`config.mk`:
```
export PLATFORM = sky130hd
export DESIGN_NAME = lzc_norm
export DESIGN_NICKNAME = d
export VERILOG_FILES = /design/src/rtl/lzc_pkg.sv /design/src/rtl/lzc_shl.sv /design/src/rtl/lzc_norm.sv
export SDC_FILE = /design/constraint.sdc
export NUM_CORES = 1
export LEC_CHECK = 0
export CAP_MARGIN = 0
export CORE_ASPECT_RATIO = 0.7
export CORE_MARGIN = 5
export CORE_UTILIZATION = 40
export DETAILED_ROUTE_END_ITERATION = 7
export SYNTH_ARGS = -nofsm -noshare
export SYNTH_HDL_FRONTEND = slang
export SYNTH_HIERARCHICAL = 1
export SYNTH_SLANG_ARGS = --single-unit
```
`constraint.sdc`:
```
create_clock -name clk -period 3.75 [get_ports clk]
set_clock_uncertainty 0.2 [all_clocks]
set_input_delay 0.375 -clock clk [delete_from_list [all_inputs] [get_ports clk]]
set_output_delay 0.375 -clock clk [all_outputs]
set_load 0.05 [all_outputs]
```
`src/rtl/lzc_pkg.sv`:
```
// rtl/lzc_pkg.sv - shared state encoding and default geometry for the LZC normalizer
package lzc_pkg;

  localparam int LZC_WIDTH = 8;
  localparam int LZC_WORD  = 4;

  typedef enum logic [1:0] {
    IDLE    = 2'd0,
    COLLECT = 2'd1,
    WAIT_Z  = 2'd2,
    OUT     = 2'd3
  } lzc_state_e;

endpackage

```
`src/rtl/lzc_shl.sv`:
```
// rtl/lzc_shl.sv - combinational W-bit left shifter driven by an already-clamped amount
module lzc_shl #(
  parameter int W  = 32,
  parameter int SW = $clog2(W) + 1
) (
  input  logic [W-1:0]  din,
  input  logic [SW-1:0] amt,
  output logic [W-1:0]  dout
);

  // amt == W shifts everything out, giving the all-zero result
  assign dout = din << amt;

endmodule

```
`src/rtl/lzc_norm.sv`:
```
// rtl/lzc_norm.sv - collects MSB-first beats and left-normalizes them by the LZC zero count
module lzc_norm
  import lzc_pkg::*;
#(
  parameter int width = LZC_WIDTH,
  parameter int word  = LZC_WORD,
  localparam int W    = width * word,
  localparam int ZW   = $clog2(W) + 1
) (
  input  logic          clk,
  input  logic          rst_n,
  input  logic [width-1:0] data,
  input  logic          Ivalid,
  output logic          in_ready,
  input  logic [ZW-1:0] zeros,
  input  logic          Ovalid,
  output logic [W-1:0]  norm_data,
  output logic [ZW-1:0] norm_shift,
  output logic          all_zero,
  output logic          out_valid,
  input  logic          out_ready
);

  localparam int KW = $clog2(word + 1);

  lzc_state_e    state_q, state_d;
  logic [KW-1:0] k_q;
  logic [W-1:0]  buf_q, buf_d, shl_out;
  logic [ZW-1:0] shift_clamp;
  logic          capture, take_z, xfer;

  assign in_ready    = ((state_q == IDLE) || (state_q == COLLECT)) && (k_q < KW'(word));
  assign capture     = Ivalid && in_ready;
  assign take_z      = Ovalid && (state_q != OUT);
  assign xfer        = (state_q == OUT) && out_ready;
  assign shift_clamp = (zeros > ZW'(W)) ? ZW'(W) : zeros;

  // Buffer including the beat captured this cycle, so a same-cycle Ovalid sees it
  always_comb begin
    buf_d = buf_q;
    for (int i = 0; i < word; i++) begin
      if (capture && (k_q == KW'(i))) begin
        buf_d[W-1-i*width -: width] = data;
      end
    end
  end

  lzc_shl #(.W(W), .SW(ZW)) u_shl (
    .din  (buf_d),
    .amt  (shift_clamp),
    .dout (shl_out)
  );

  always_ff @(posedge clk or negedge rst_n) begin
    if (!rst_n) begin
      state_q <= IDLE;
    end else begin
      state_q <= state_d;
    end
  end

  always_comb begin
    state_d = state_q;
    case (state_q)
      IDLE, COLLECT: begin
        if (take_z) begin
          state_d = OUT;
        end else if (capture) begin
          state_d = (k_q == KW'(word - 1)) ? WAIT_Z : COLLECT;
        end
      end
      WAIT_Z: begin
        if (Ovalid) begin
          state_d = OUT;
        end
      end
      OUT: begin
        if (out_ready) begin
          state_d = IDLE;
        end
      end
      default: state_d = IDLE;
    endcase
  end

  always_ff @(posedge clk or negedge rst_n) begin
    if (!rst_n) begin
      buf_q      <= '0;
      k_q        <= '0;
      norm_data  <= '0;
      norm_shift <= '0;
      all_zero   <= 1'b0;
      out_valid  <= 1'b0;
    end else if (xfer) begin
      buf_q     <= '0;
      k_q       <= '0;
      out_valid <= 1'b0;
    end else if (take_z) begin
      buf_q      <= buf_d;
      k_q        <= k_q + KW'(capture);
      norm_data  <= shl_out;
      norm_shift <= shift_clamp;
      all_zero   <= (shift_clamp == ZW'(W));
      out_valid  <= 1'b1;
    end else if (capture) begin
      buf_q <= buf_d;
      k_q   <= k_q + KW'(1);
    end
  end

endmodule

```
==> flow_metrics.tcl, run 1 <==
set metrics [dict create \
    die_x_um 150 \
    die_h_um 108 \
    cap_viol_max_count 0 \
    synth-adder-area-share 0.00456 \
    rows 35 \
    reg2reg_to "norm_data[18]" \
    synth-compound-area-share 0.156 \
    wl_per_cell_um 20.2 \
    post_synth_and_or_nand_nor_area_fraction 0.166 \
    netlist_area_mm2 0.00549 \
    hp-class "in -> async" \
    drc 0 \
    rrSetupSlack_ps 390 \
    synth_area_per_cell_um2 9.80 \
    grt_use_met3 0.0700 \
    met2_usage 0.301 \
    grt_pass1_wl_um 26900 \
    post-route-period-util 0.920 \
    synth_top_family_by_area "multiplexers" \
    critPathLaunchType "input port" \
    sw_frac_of_total 0.422 \
    multi_input_area_mm2 0.00333 \
    combPwrFrac 0.509 \
    cts_tree "done" \
    clkLatencyLatePin_ps 340 \
    r2r_cells 12 \
    coreArea_mm2 0.0133 \
    worstSetupPathType "in -> reg" \
    ys_seq_area_frac 0.351 \
    cts_hold_buf 0 \
    setup_viol 0 \
    drt-total-wl_um 16500 \
    antenna_found_initial 0 \
    cts_resized 0 \
    path_cells "clkdlybuf4s50_1 > or3b_1 > nor3b_4 > buf_12 > mux2_2 > buf_4 > mux4_2 > nand2_1 > nand2_1 > o21ai_0 > o22ai_1 > nand2_1 > nand2_1" \
    netSwitchingPower_mw 1.80 \
    peakVddDrop_mv 0.455 \
    grt_overflow 0 \
    synthXorXnorAreaFrac 0.00160 \
    ys_ff_latch 77 \
    synth_edf_count 0 \
    synthesis.instances 560 \
    clkPwrFrac 0.209 \
    post_cts_buffers 0 \
    grt_use_total 0.213 \
    fp.dieArea_mm2 0.0162 \
    path_max_fanout 15 \
    slew_violations 0 \
    fmax_mhz 290 \
    htree_levels 3 \
    hold_viol_final 1 \
    pwr-share-seq 0.282 \
    final_cell_mix "nand2_1 (137), dfrtp_1 (77), clkdlybuf4s50_1 (58)" \
    syn_nets 581 \
    violations "negative hold slack" \
    drive_gt1_frac 0.246 \
    syn2layout_area_growth_pct 23.3 \
    final_nets 650 \
    num_io_pins 60 \
    antenna_left 0 \
    vias_per_cell 5.78 \
    cp-end-kind "flop" \
    outcome "finished, violations left" \
    synthArstFlopShare 1.00 \
    crit_path_top_delay_cell "mux4_2" \
    busiest_layer "met1" \
    crit_path_frequent_cell "nand2_1" \
    grt_pass1_vias 4735 \
    crit_family "simple AND/OR/NAND/NOR gates" \
    cp.buffers_inverters 3 \
    synthMuxAreaShare 0.274 \
    ys.flop_type "dfrtp_1" \
    cp.arrival_ps 3480 \
    num_antenna_cells 0 \
    use_met1 0.317 \
    grt_setup_unrepaired "no" \
    internal-power_mw 2.46 \
    first_pass_iters 5 \
    whs_ps -0.997 \
    grt_max_degree 78 \
    cts_sinks 77 \
    power_density_mw_per_mm2 629 \
    layout.area.seq_mm2 0.00193 \
    crit_required_ps 3780 \
    start_util 0.412 \
    gp_congestion 0.916 \
    numCtsBuffers 9 \
    drt-initial-drc-count 371 \
    r2r-start "state_q[1]" \
    via_count 4737 \
    clk_pin_slew_ps 60 \
    cts_root_buf "clkbuf_16" \
    ys_warn_count 6 \
    power.leakage_nw 2.99 \
    worst_pin_slew_ps 1010 \
    power_mw 4.26 \
    period_minus_slack_ps 3450 \
    place.detailed.hpwl_um 12300 \
    max_stage_delay_ps 500 \
    synth_cell_type_count 60 \
    clockBufferDepth 2 \
    max_slew_margin 0.326 \
    port_buffers 59 \
    num-fill-cells 1261 \
    mostFrequentLayoutCell "nand2_1" \
]
==> per-layer routing <==
| metal | wire (um) | share of wire |
|---|---|---|
| met1 | 8120 | 0.49 |
| met2 | 6920 | 0.42 |
| met3 | 1350 | 0.081 |
| met4 | 145 | 0.0088 |
| met5 | 0 | 0 |
==> power groups by stage <==
stage | logic, mW | clock network (mW) | registers (mW)
floorplan | 1.12 | 0 | 1.55
detailed placement | 2.16 | 0 | 1.21
finish | 2.16 | 0.889 | 1.20
CTS | 2.17 | 0.906 | 1.20
global route | 2.32 | 0.935 | 1.23
global placement | 2.14 | 0 | 1.21
==> logic make-up after synthesis <==
family,count (synthesis)
AND/OR/NAND/NOR,208
AO/OA/AOI/OAI,115
multiplexers,111
flip-flops,77
buffers and inverters,46
adder cells (fa/ha/maj),2
XOR/XNOR,1
==> layout make-up <==
type,count,area share
Clock buffer,12,0.0364
Sequential cell,77,0.285
Inverter,5,0.00277
Multi-Input combinational cell,437,0.493
Tap cell,185,0.0342
Timing Repair Buffer,99,0.142
Clock inverter,4,0.00702
==> synthesized netlist by cell type (3+ instances only) <==
cell type	number	share of area
nor2b_1	12	0.014
a22o_1	27	0.043
buf_1	4	0.0027
mux2i_1	28	0.051
mux2_2	47	0.096
mux2_4	5	0.014
nand2b_1	4	0.0046
a21oi_1	11	0.010
mux2_1	7	0.014
inv_1	3	0.0021
a22o_2	8	0.015
buf_6	6	0.012
nor3b_1	3	0.0041
clkbuf_1	15	0.010
nand2_1	137	0.094
dfrtp_1	77	0.35
a31oi_1	8	0.0091
buf_2	12	0.011
buf_4	3	0.0041
o21ai_1	8	0.0073
nor3_1	7	0.0064
mux4_2	23	0.094
o31ai_1	3	0.0041
o22ai_1	9	0.010
o21ai_0	16	0.015
a211oi_1	3	0.0041
o211ai_1	4	0.0055
nor2_1	32	0.022
==> worst max path at each step <==
stage	start	to	cells after the start
finish	Ivalid	norm_data[18]	13
global route	Ivalid	norm_data[19]	12
CTS	Ivalid	norm_data[18]	13
detailed placement	Ivalid	norm_data[18]	13
global placement	Ivalid	norm_data[30]	12
floorplan	state_q[1]	norm_data[23]	13
==> through the flow <==
step,util,area [um^2],cells,setup TNS [ps],setup slack (ps)
2_1_floorplan,-,5490,560,0,417
3_3_place_gp,0.486,6470,803,0,4.15
3_5_place_dp,0.486,6470,803,-22.9,-21.4
4_1_cts,0.508,6770,819,0,326
5_1_grt,0.508,6770,819,0,185
6_report,0.508,6770,819,0,301
==> flip-flops by register name (all words and copies together), names as in the netlist <==
name,flops
state_q,2
all_zero,1
norm_shift,6
norm_data,32
buf_q,32
out_valid,1
k_q,3
==> worst reg2reg max path, cell delays in order (launching register included) <==
cell and delay (ps):
dfrtp_1 400, or3b_1 520, nor3b_4 270, buf_12 180, mux2_2 370, buf_4 150
mux4_2 500, nand2_1 90, nand2_1 50, o21ai_0 230, o22ai_1 150, nand2_1 100
nand2_1 60
Power figures use the tool's default switching activity.
==> run 2, diff against run 1 <==
SYNTH_HIERARCHICAL = not set   (was 1)
==> run 2 against run 1 <==
  * The run still ends with negative hold slack left
  * Non-clock buffer count is 20 lower
  * Cell count is 3.4% lower
  * Combinational power is 2% lower
  * Critical path depth is 4 lower
  * Global-route usage is 1.2 points higher
  * Sequential share of layout area is 3.6 points higher
  * Clock-buffer cell count is 1 lower
  * Synthesized cell count is 4.5% higher
  * Critical path type unchanged
==> flow_metrics.tcl, run 2 <==
set metrics [dict create \
    hold_viol_final 8 \
    top_regs "buf_q (32), norm_data (32), norm_shift (6)" \
    use_met1 0.339 \
    grt_use_met3 0.0602 \
    critPathLaunchType "input port" \
    synth_edf_count 0 \
    final_cell_mix "nand2_1 (114), dfrtp_1 (77), clkdlybuf4s50_1 (58)" \
    synth_top_area_share 0.388 \
    fin_cells 791 \
    num-fill-cells 1170 \
    drt-total-wl_um 16400 \
    ys_seq_area_frac 0.388 \
    place.detailed.hpwl_um 12000 \
    setup_ws_ps 535 \
    first_pass_iters 5 \
    gp_congestion 0.960 \
    vias_per_cell 6.23 \
    num_antenna_cells 0 \
    place_ws_ps 297 \
    numCtsBuffers 9 \
    htree_levels 3 \
    port_buffers 59 \
    period_minus_slack_ps 3210 \
    critical_path.endpoint "norm_data[28]" \
    cts_tree "done" \
    reg2reg_to "norm_data[28]" \
    drt-initial-drc-count 719 \
    whs_ps -11.4 \
    cp.arrival_ps 3190 \
    rrSetupSlack_ps 550 \
    synthesis.instances 585 \
    outcome "finished, violations left" \
    grt_use_total 0.225 \
    syn_nets 606 \
    cts_sinks 77 \
    power_density_mw_per_mm2 725 \
    clkLatencyLatePin_ps 340 \
    post_cts_buffers 0 \
    cts_hold_buf 0 \
    cts_root_buf "clkbuf_16" \
    grt_setup_unrepaired "no" \
    mostFrequentLayoutCell "nand2_1" \
    final_nets 646 \
    antenna_left 0 \
    synth_commonest_cells "nand2_1 (115), dfrtp_1 (77), o21ai_0 (36), clkbuf_1 (35)" \
    crit_required_ps 3720 \
    drc 0 \
    synth_area_per_cell_um2 8.50 \
    synth_cell_type_count 50 \
    worst_pin_slew_ps 1030 \
    post-route-period-util 0.857 \
    grt_max_degree 78 \
    wl_per_cell_um 20.8 \
    worstSetupPathType "in -> reg" \
    die_x_um 143 \
    ys_top_cells_by_area "dfrtp_1 (39%), nand2_1 (8.7%), mux2i_1 (5.6%)" \
    via_count 4924 \
    clk_pin_slew_ps 60 \
    peakVddDrop_mv 0.353 \
    start_util 0.404 \
    setup_viol 0 \
    cts_resized 0 \
    antenna_found_initial 0 \
    met2_usage 0.316 \
    ys_ff_latch 77 \
    coreArea_mm2 0.0123 \
    num_io_pins 60 \
    startpoint "Ivalid" \
    r2r-start "state_q[1]" \
    netlist_area_mm2 0.00497 \
    slew_violations 0 \
    dp.cells 776 \
    violations "negative hold slack" \
    grt_pass1_wl_um 26100 \
    cap_viol_max_count 0 \
    grt_overflow 0 \
    synth_top_area_cell "dfrtp_1" \
    synthArstFlopShare 1.00 \
    path_max_fanout 36 \
    ys.flop_type "dfrtp_1" \
    max_slew_margin 0.309 \
    drive_gt1_frac 0.0827 \
    finalSetupTns_ps 0 \
    power.leakage_nw 2.50 \
    cp-end-kind "flop" \
    syn2layout_area_growth_pct 20.8 \
    rows 34 \
    die_h_um 103 \
    fmax_mhz 311 \
    r2r_cells 8 \
    grt_pass1_vias 4719 \
    hp-class "in -> async" \
    fp.dieArea_mm2 0.0148 \
    ys_warn_count 0 \
    clockBufferDepth 2 \
    synth.most_common_cell "nand2_1" \
    busiest_layer "met1" \
]
-- run 2: cell count changes in the layout (fill, tap and decap cells not counted), moves of 23 or more --
cell,before,now
a22oi_1,2,25
a31oi_1,8,31
a32oi_1,1,24
mux2_2,47,3
nand2_1,137,114
-- run 2: logic make-up after synthesis --
group	count (synthesis)	share of synthesized area
buffers and inverters	55	0.0516
AO/OA/AOI/OAI	222	0.301
flip-flops	77	0.388
XOR/XNOR	1	0.00176
AND/OR/NAND/NOR	192	0.170
adder cells (fa/ha/maj)	2	0.00503
multiplexers	36	0.0836
-- run 2: final cells by class --
cell class	count	area (um^2)	share of cell area
clock buffers	11	243	0.0404
clock inverters	4	72.6	0.0121
inverters	5	18.8	0.00313
multi-input cells	453	2790	0.465
flip-flops and latches	77	1930	0.321
well taps	162	203	0.0337
repair buffers	79	751	0.125
-- run 2: metal layers --
layer / vias up / part of all wire
li1: 2262 / -
met3: 27 / 0.099
met5: - / 0
met2: 261 / 0.41
met4: 0 / 0.018
met1: 2374 / 0.48
-- run 2: worst max-delay path, cell delays in order --
cell	delay, ps
clkdlybuf4s50_1	510
or3b_1	350
buf_4	270
o21ai_0	280
a32oi_1	210
a22oi_1	220
nand2_1	130
o311ai_0	710
a22oi_1	130
-- run 2: worst min path at each step --
stage	start	endpoint	slack, ps
floorplan	rst_n	all_zero	-120
detailed placement	buf_q[9]	buf_q[9]	260
CTS	rst_n	out_valid	50
global placement	norm_shift[1]	norm_shift[1]	260
global route	rst_n	out_valid	100
finish	rst_n	out_valid	-10
-- run 2: where the power goes --
group,internal [mW],switching (mW)
Clock,0.596,0.351
Combinational,0.683,1.43
Sequential,1.08,0.216
Total,2.36,1.99
-- run 2: stage by stage --
step	hold slack (ps)	power [mW]	area, um^2	util
after detailed placement	262	3.38	5690	0.463
after global routing	97.1	4.59	6010	0.489
after floorplan	-121	2.73	4970	-
final	-11.4	4.36	6010	0.489
after global placement	262	3.36	5690	0.463
after CTS	47.6	4.35	6010	0.489
==> RTL edit 1, RTL diff (config.mk and constraints of run 1) <==
The package constant `LZC_WORD` goes from 4 to 2.
--- a/src/rtl/lzc_pkg.sv
+++ b/src/rtl/lzc_pkg.sv
@@ -3,5 +3,5 @@
 
   localparam int LZC_WIDTH = 8;
-  localparam int LZC_WORD  = 4;
+  localparam int LZC_WORD  = 2;
 
   typedef enum logic [1:0] {
Interface: changed (resized norm_data, norm_shift and zeros); port bits go from 60 to 42. The function was not compared with the original's and may differ.
==> RTL edit 1 against run 1 <==
  * Synthesized area down 52%
  * Synthesized cell count down 54%
  * Largest cell class unchanged
  * Sequential cell count fell by 34
  * Worst setup slack improved by 0.60 ns
  * Final area shrank 52%
  * Non-clock buffer count shrank 49
  * Routed wire length is 62% lower
  * Total power down 44%
==> RTL edit 1: results (changes against run 1) <==
cts_htree_levels: 2  # -1
pre_cts_slack_ns: 0.624  # +0.646 ns
ys.flop_type: "dfrtp_1"
final_nets: 315  # -52%
critical_path_peak_fanout: 17  # +2
dp_cells: 380  # -53%
ys_warn_count: 6  # unchanged
tightestPinTransition_ns: 0.998  # -0.0124 ns
syn_area_per_cell_um2: 10.4  # +6.4%
cts_buffer_depth: 2  # unchanged
n_fill_cell: 583  # -54%
gp_congestion: 0.810  # -12%
viasPerCell: 5.30  # -8.3%
drv_slew: 0  # unchanged
grt_max_degree: 44  # -44%
synthTopCellsByArea: "dfrtp_1 40%, mux4_2 10%, nand2_1 10%"
cts_buffers: 5  # -4
p_leak_nw: 1.42  # -52%
drive_gt1_share_pct: 18.9  # -5.8 points
gr-usage-all-layers_pct: 16.1  # -5.2 points
drt_iter0_drc: 152  # -59%
top_regs: "buf_q (16), norm_data (16), norm_shift (5)"
syn-num-nets: 274  # -53%
ys_seq_area_share_pct: 40.5  # +5.4 points
post-cts-setup-buffers: 0  # unchanged
final_cells: 388  # -53%
arrival_ns: 2.86  # -0.62 ns
cts_resized: 0  # unchanged
antenna_found_initial: 0  # unchanged
root_buffer: "clkbuf_8"
path_clk_slew_ns: 0.09  # +0.03 ns
grt_pass1_wl_um: 10700  # -60%
clock_latency_ns: 0.30  # -0.04 ns
peakVddDrop_uv: 223  # -51%
async_reset_ff_share_pct: 100  # unchanged
n_antenna_cell: 0  # unchanged
status: "complete, no violations"
hold_path_class: "primary input to async pin"
ys_types: 39  # -35%
portBuffers: 41  # -31%
post_drt_wl_per_cell_um: 16.1  # -20%
synth_common_cells: "71 x nand2_1, 43 x dfrtp_1, 18 x a22o_1, 18 x mux2_2, 12 x mux4_2"
first_global_vias: 2071  # -56%
dp_hpwl_um: 4500  # -63%
first_pass_iters: 4  # -1
## RTL edit 1: cell count changes in the layout (fill, tap and decap cells not counted), sizes merged, moves of 10 or more
cell / before / now
a21oi: 12 / 2
a22o: 35 / 18
buf: 41 / 10
clkdlybuf4s50: 58 / 40
dfrtp: 77 / 43
mux2: 59 / 20
mux2i: 29 / 7
nand2: 137 / 71
nor2: 32 / 11
o21ai: 24 / 6
## RTL edit 1: cell families (layout without fill, tap and decap cells)
| logic type | after synthesis | count (layout) | share of synthesized area, % |
|---|---|---|---|
| AO/OA/AOI/OAI | 42 | 42 | 12.1 |
| adder cells (fa/ha/maj) | 1 | 1 | 0.471 |
| buffers and inverters | 19 | 61 | 4.00 |
| flip-flops | 43 | 43 | 40.5 |
| multiplexers | 42 | 42 | 24.2 |
| AND/OR/NAND/NOR | 108 | 108 | 18.7 |
## RTL edit 1: where the power goes
group	switching (mW)	total (mW)	internal, mW
sequential	0.131	0.768	0.638
combinational	0.776	1.34	0.562
clock	0.167	0.297	0.130
## RTL edit 1: final timing paths
kind                                            from  slack (ns)                        end  cells past startpoint
setup / recovery                              Ivalid        0.90  norm_data[12]$_DFFE_PN0P_                      9
hold / removal                                 rst_n        0.02      out_valid$_DFFE_PN0P_                      1
setup reg to reg              state_q[1]$_DFFE_PN0P_        0.96  norm_data[12]$_DFFE_PN0P_                      8
hold reg to reg            norm_shift[0]$_DFFE_PN0P_        0.28  norm_shift[0]$_DFFE_PN0P_                      2
max in group asynchronous                      rst_n        2.69      buf_q[14]$_DFFE_PN0P_                      1
min in group clk           norm_shift[0]$_DFFE_PN0P_        0.28  norm_shift[0]$_DFFE_PN0P_                      2
## RTL edit 1: worst max-delay path, cell delays in order
cell,delay (ns)
clkdlybuf4s50_1,0.54
nor4bb_2,0.30
buf_4,0.26
mux2_2,0.40
mux4_1,0.56
a22oi_1,0.20
o21ai_1,0.10
nand2_1,0.07
nand2_1,0.05
## RTL edit 1: per-stage QoR
step           cell area, um2  hold slack, ns  total power, mW
2_1_floorplan            2660          -0.121             1.73
3_3_place_gp             3160           0.258             2.11
3_5_place_dp             3160           0.262             2.11
4_1_cts                  3250          0.0681             2.42
5_1_grt                  3250           0.106             2.57
6_report                 3250          0.0218             2.40
## RTL edit 1: cell type report
| class | count | share of cell area, % |
|---|---|---|
| multi-input cells | 193 | 45.8 |
| clock buffers | 6 | 2.24 |
| inverters | 3 | 0.347 |
| flip-flops and latches | 43 | 33.1 |
| well taps | 91 | 3.51 |
| repair buffers | 50 | 14.6 |
| clock inverters | 2 | 0.385 |
## RTL edit 1: routing by layer
metal / track usage (%) / up-vias / share of wire, %
met5: 0 / - / 0
met4: 5.80 / 0 / 1.8
met3: 3.52 / 9 / 5.1
met2: 22.4 / 48 / 38
met1: 24.4 / 999 / 55
li1: - / 1002 / -
==> RTL edit 2, RTL diff (flow settings as in run 1) <==
Without the edit above. Reset style: synchronous (`rst_n`), changed in 2 clocked blocks.
--- a/src/rtl/lzc_norm.sv
+++ b/src/rtl/lzc_norm.sv
@@ -52,5 +52,5 @@
   );
 
-  always_ff @(posedge clk or negedge rst_n) begin
+  always_ff @(posedge clk) begin
     if (!rst_n) begin
       state_q <= IDLE;
@@ -84,5 +84,5 @@
   end
 
-  always_ff @(posedge clk or negedge rst_n) begin
+  always_ff @(posedge clk) begin
     if (!rst_n) begin
       buf_q      <= '0;
Check against the original RTL: differs if rst_n is asserted again (counterexample within 4 cycles, from zero or initial values and one cycle with rst_n low); with rst_n held inactive, the same outputs for 4 cycles.
==> RTL edit 2 against run 1 <==
  * Die area shrank 2.7%
  * Synthesized area down 2.9%
  * Final area shrank 4.5%
  * Worst setup slack better by 0.22 ns
  * Routed wire length up 2.2%
  * First-iteration DRC count grew 52%
  * Sequential cell count is the same
  * Cell count increased by 4.9%
  * Largest cell class unchanged
Power is not compared: it rests on default switching activity, and its combinational part moved more than twofold at a synthesized area within 25%.
==> RTL edit 2: results (changes against run 1) <==
grt_util_met3_pct: 4.52  # -2.5 points
drive_gt1_share_pct: 17.5  # -7.1 points
ys_seq_area_share_pct: 28.9  # -6.2 points
dp_cells: 843  # +5.0%
met1Wirelength_um: 8310  # +2.4%
final_cells: 859  # +4.9%
synth_common_cells: "128 x nand2_1, 77 x dfxtp_1, 45 x nand3_1"
status: "complete, no violations"
syn_to_final_growth_pct: 21.3
grt.met2_usage_pct: 31.2  # +1.1 points
tightestPinTransition_ns: 0.623  # -0.387 ns
dp_hpwl_um: 12400  # +1.1%
arrival_ns: 3.26  # -0.22 ns
syn-num-nets: 660  # +14%
n_fill_cell: 1238  # -1.8%
ys_types: 59  # -1.7%
grt_max_degree: 66  # -15%
syn_inst: 639  # +14%
post_drt_wl_per_cell_um: 19.7  # -2.6%
ys.flop_type: "dfxtp_1"
placed_area_um2: 6180  # -4.5%
synth_top_area_share_pct: 28.9  # -6.2 points
pre_cts_slack_ns: 0.244  # +0.265 ns
wl_met2_um: 7090  # +2.4%
crit_family: "multiplexers"
final_nets: 709  # +9.1%
grt_pass1_wl_um: 26800  # -0.54%
async_reset_ff_share_pct: 0  # -100 points
gp_congestion: 0.975  # +6.5%
reg2reg_slack_ns: 0.59  # +0.20 ns
gr-usage-all-layers_pct: 21.2  # -0.045 points
RTL edit 2: changes by cell type after synthesis, moves of 18 or more:
cell      before  now
nand3_1        2   45
a21boi_0       1   39
dfrtp_1       77    0
dfxtp_1        0   77
a22o_1        27    1
a21oi_1       11   29
mux2_2        47   26
RTL edit 2: kinds of logic (layout without fill, tap and decap cells):
kind of cell               count (synthesis)  in the layout  synth area share [%]
DFF                                       77             77                  28.9
adders and majority gates                  2              2                 0.469
AOI/OAI and AO/OA                        152            152                  18.3
and+or+nand+nor                          244            244                  20.5
buffers and inverters                     60            114                  5.51
muxes                                    104            104                  26.4
RTL edit 2: layout make-up:
class / instances / area, um2 / share of cell area (%)
clock buffers: 9 / 225 / 3.48
clock inverters: 7 / 57.6 / 0.890
inverters: 4 / 15.0 / 0.232
multi-input cells: 502 / 3520 / 54.5
flip-flops and latches: 77 / 1540 / 23.8
well taps: 166 / 208 / 3.21
repair buffers: 94 / 898 / 13.9
RTL edit 2: how the worst min path moves through the flow:
stage / from / endpoint / slack [ns]
2_1_floorplan: buf_q[25]$_SDFFE_PP0P_ / buf_q[25]$_SDFFE_PP0P_ / 0.24
3_3_place_gp: norm_data[2]$_SDFFE_PN0P_ / norm_data[2]$_SDFFE_PN0P_ / 0.25
3_5_place_dp: norm_data[14]$_SDFFE_PN0P_ / norm_data[14]$_SDFFE_PN0P_ / 0.26
4_1_cts: norm_data[12]$_SDFFE_PN0P_ / norm_data[12]$_SDFFE_PN0P_ / 0.27
5_1_grt: buf_q[25]$_SDFFE_PP0P_ / buf_q[25]$_SDFFE_PP0P_ / 0.29
6_report: norm_data[5]$_SDFFE_PN0P_ / norm_data[5]$_SDFFE_PN0P_ / 0.26
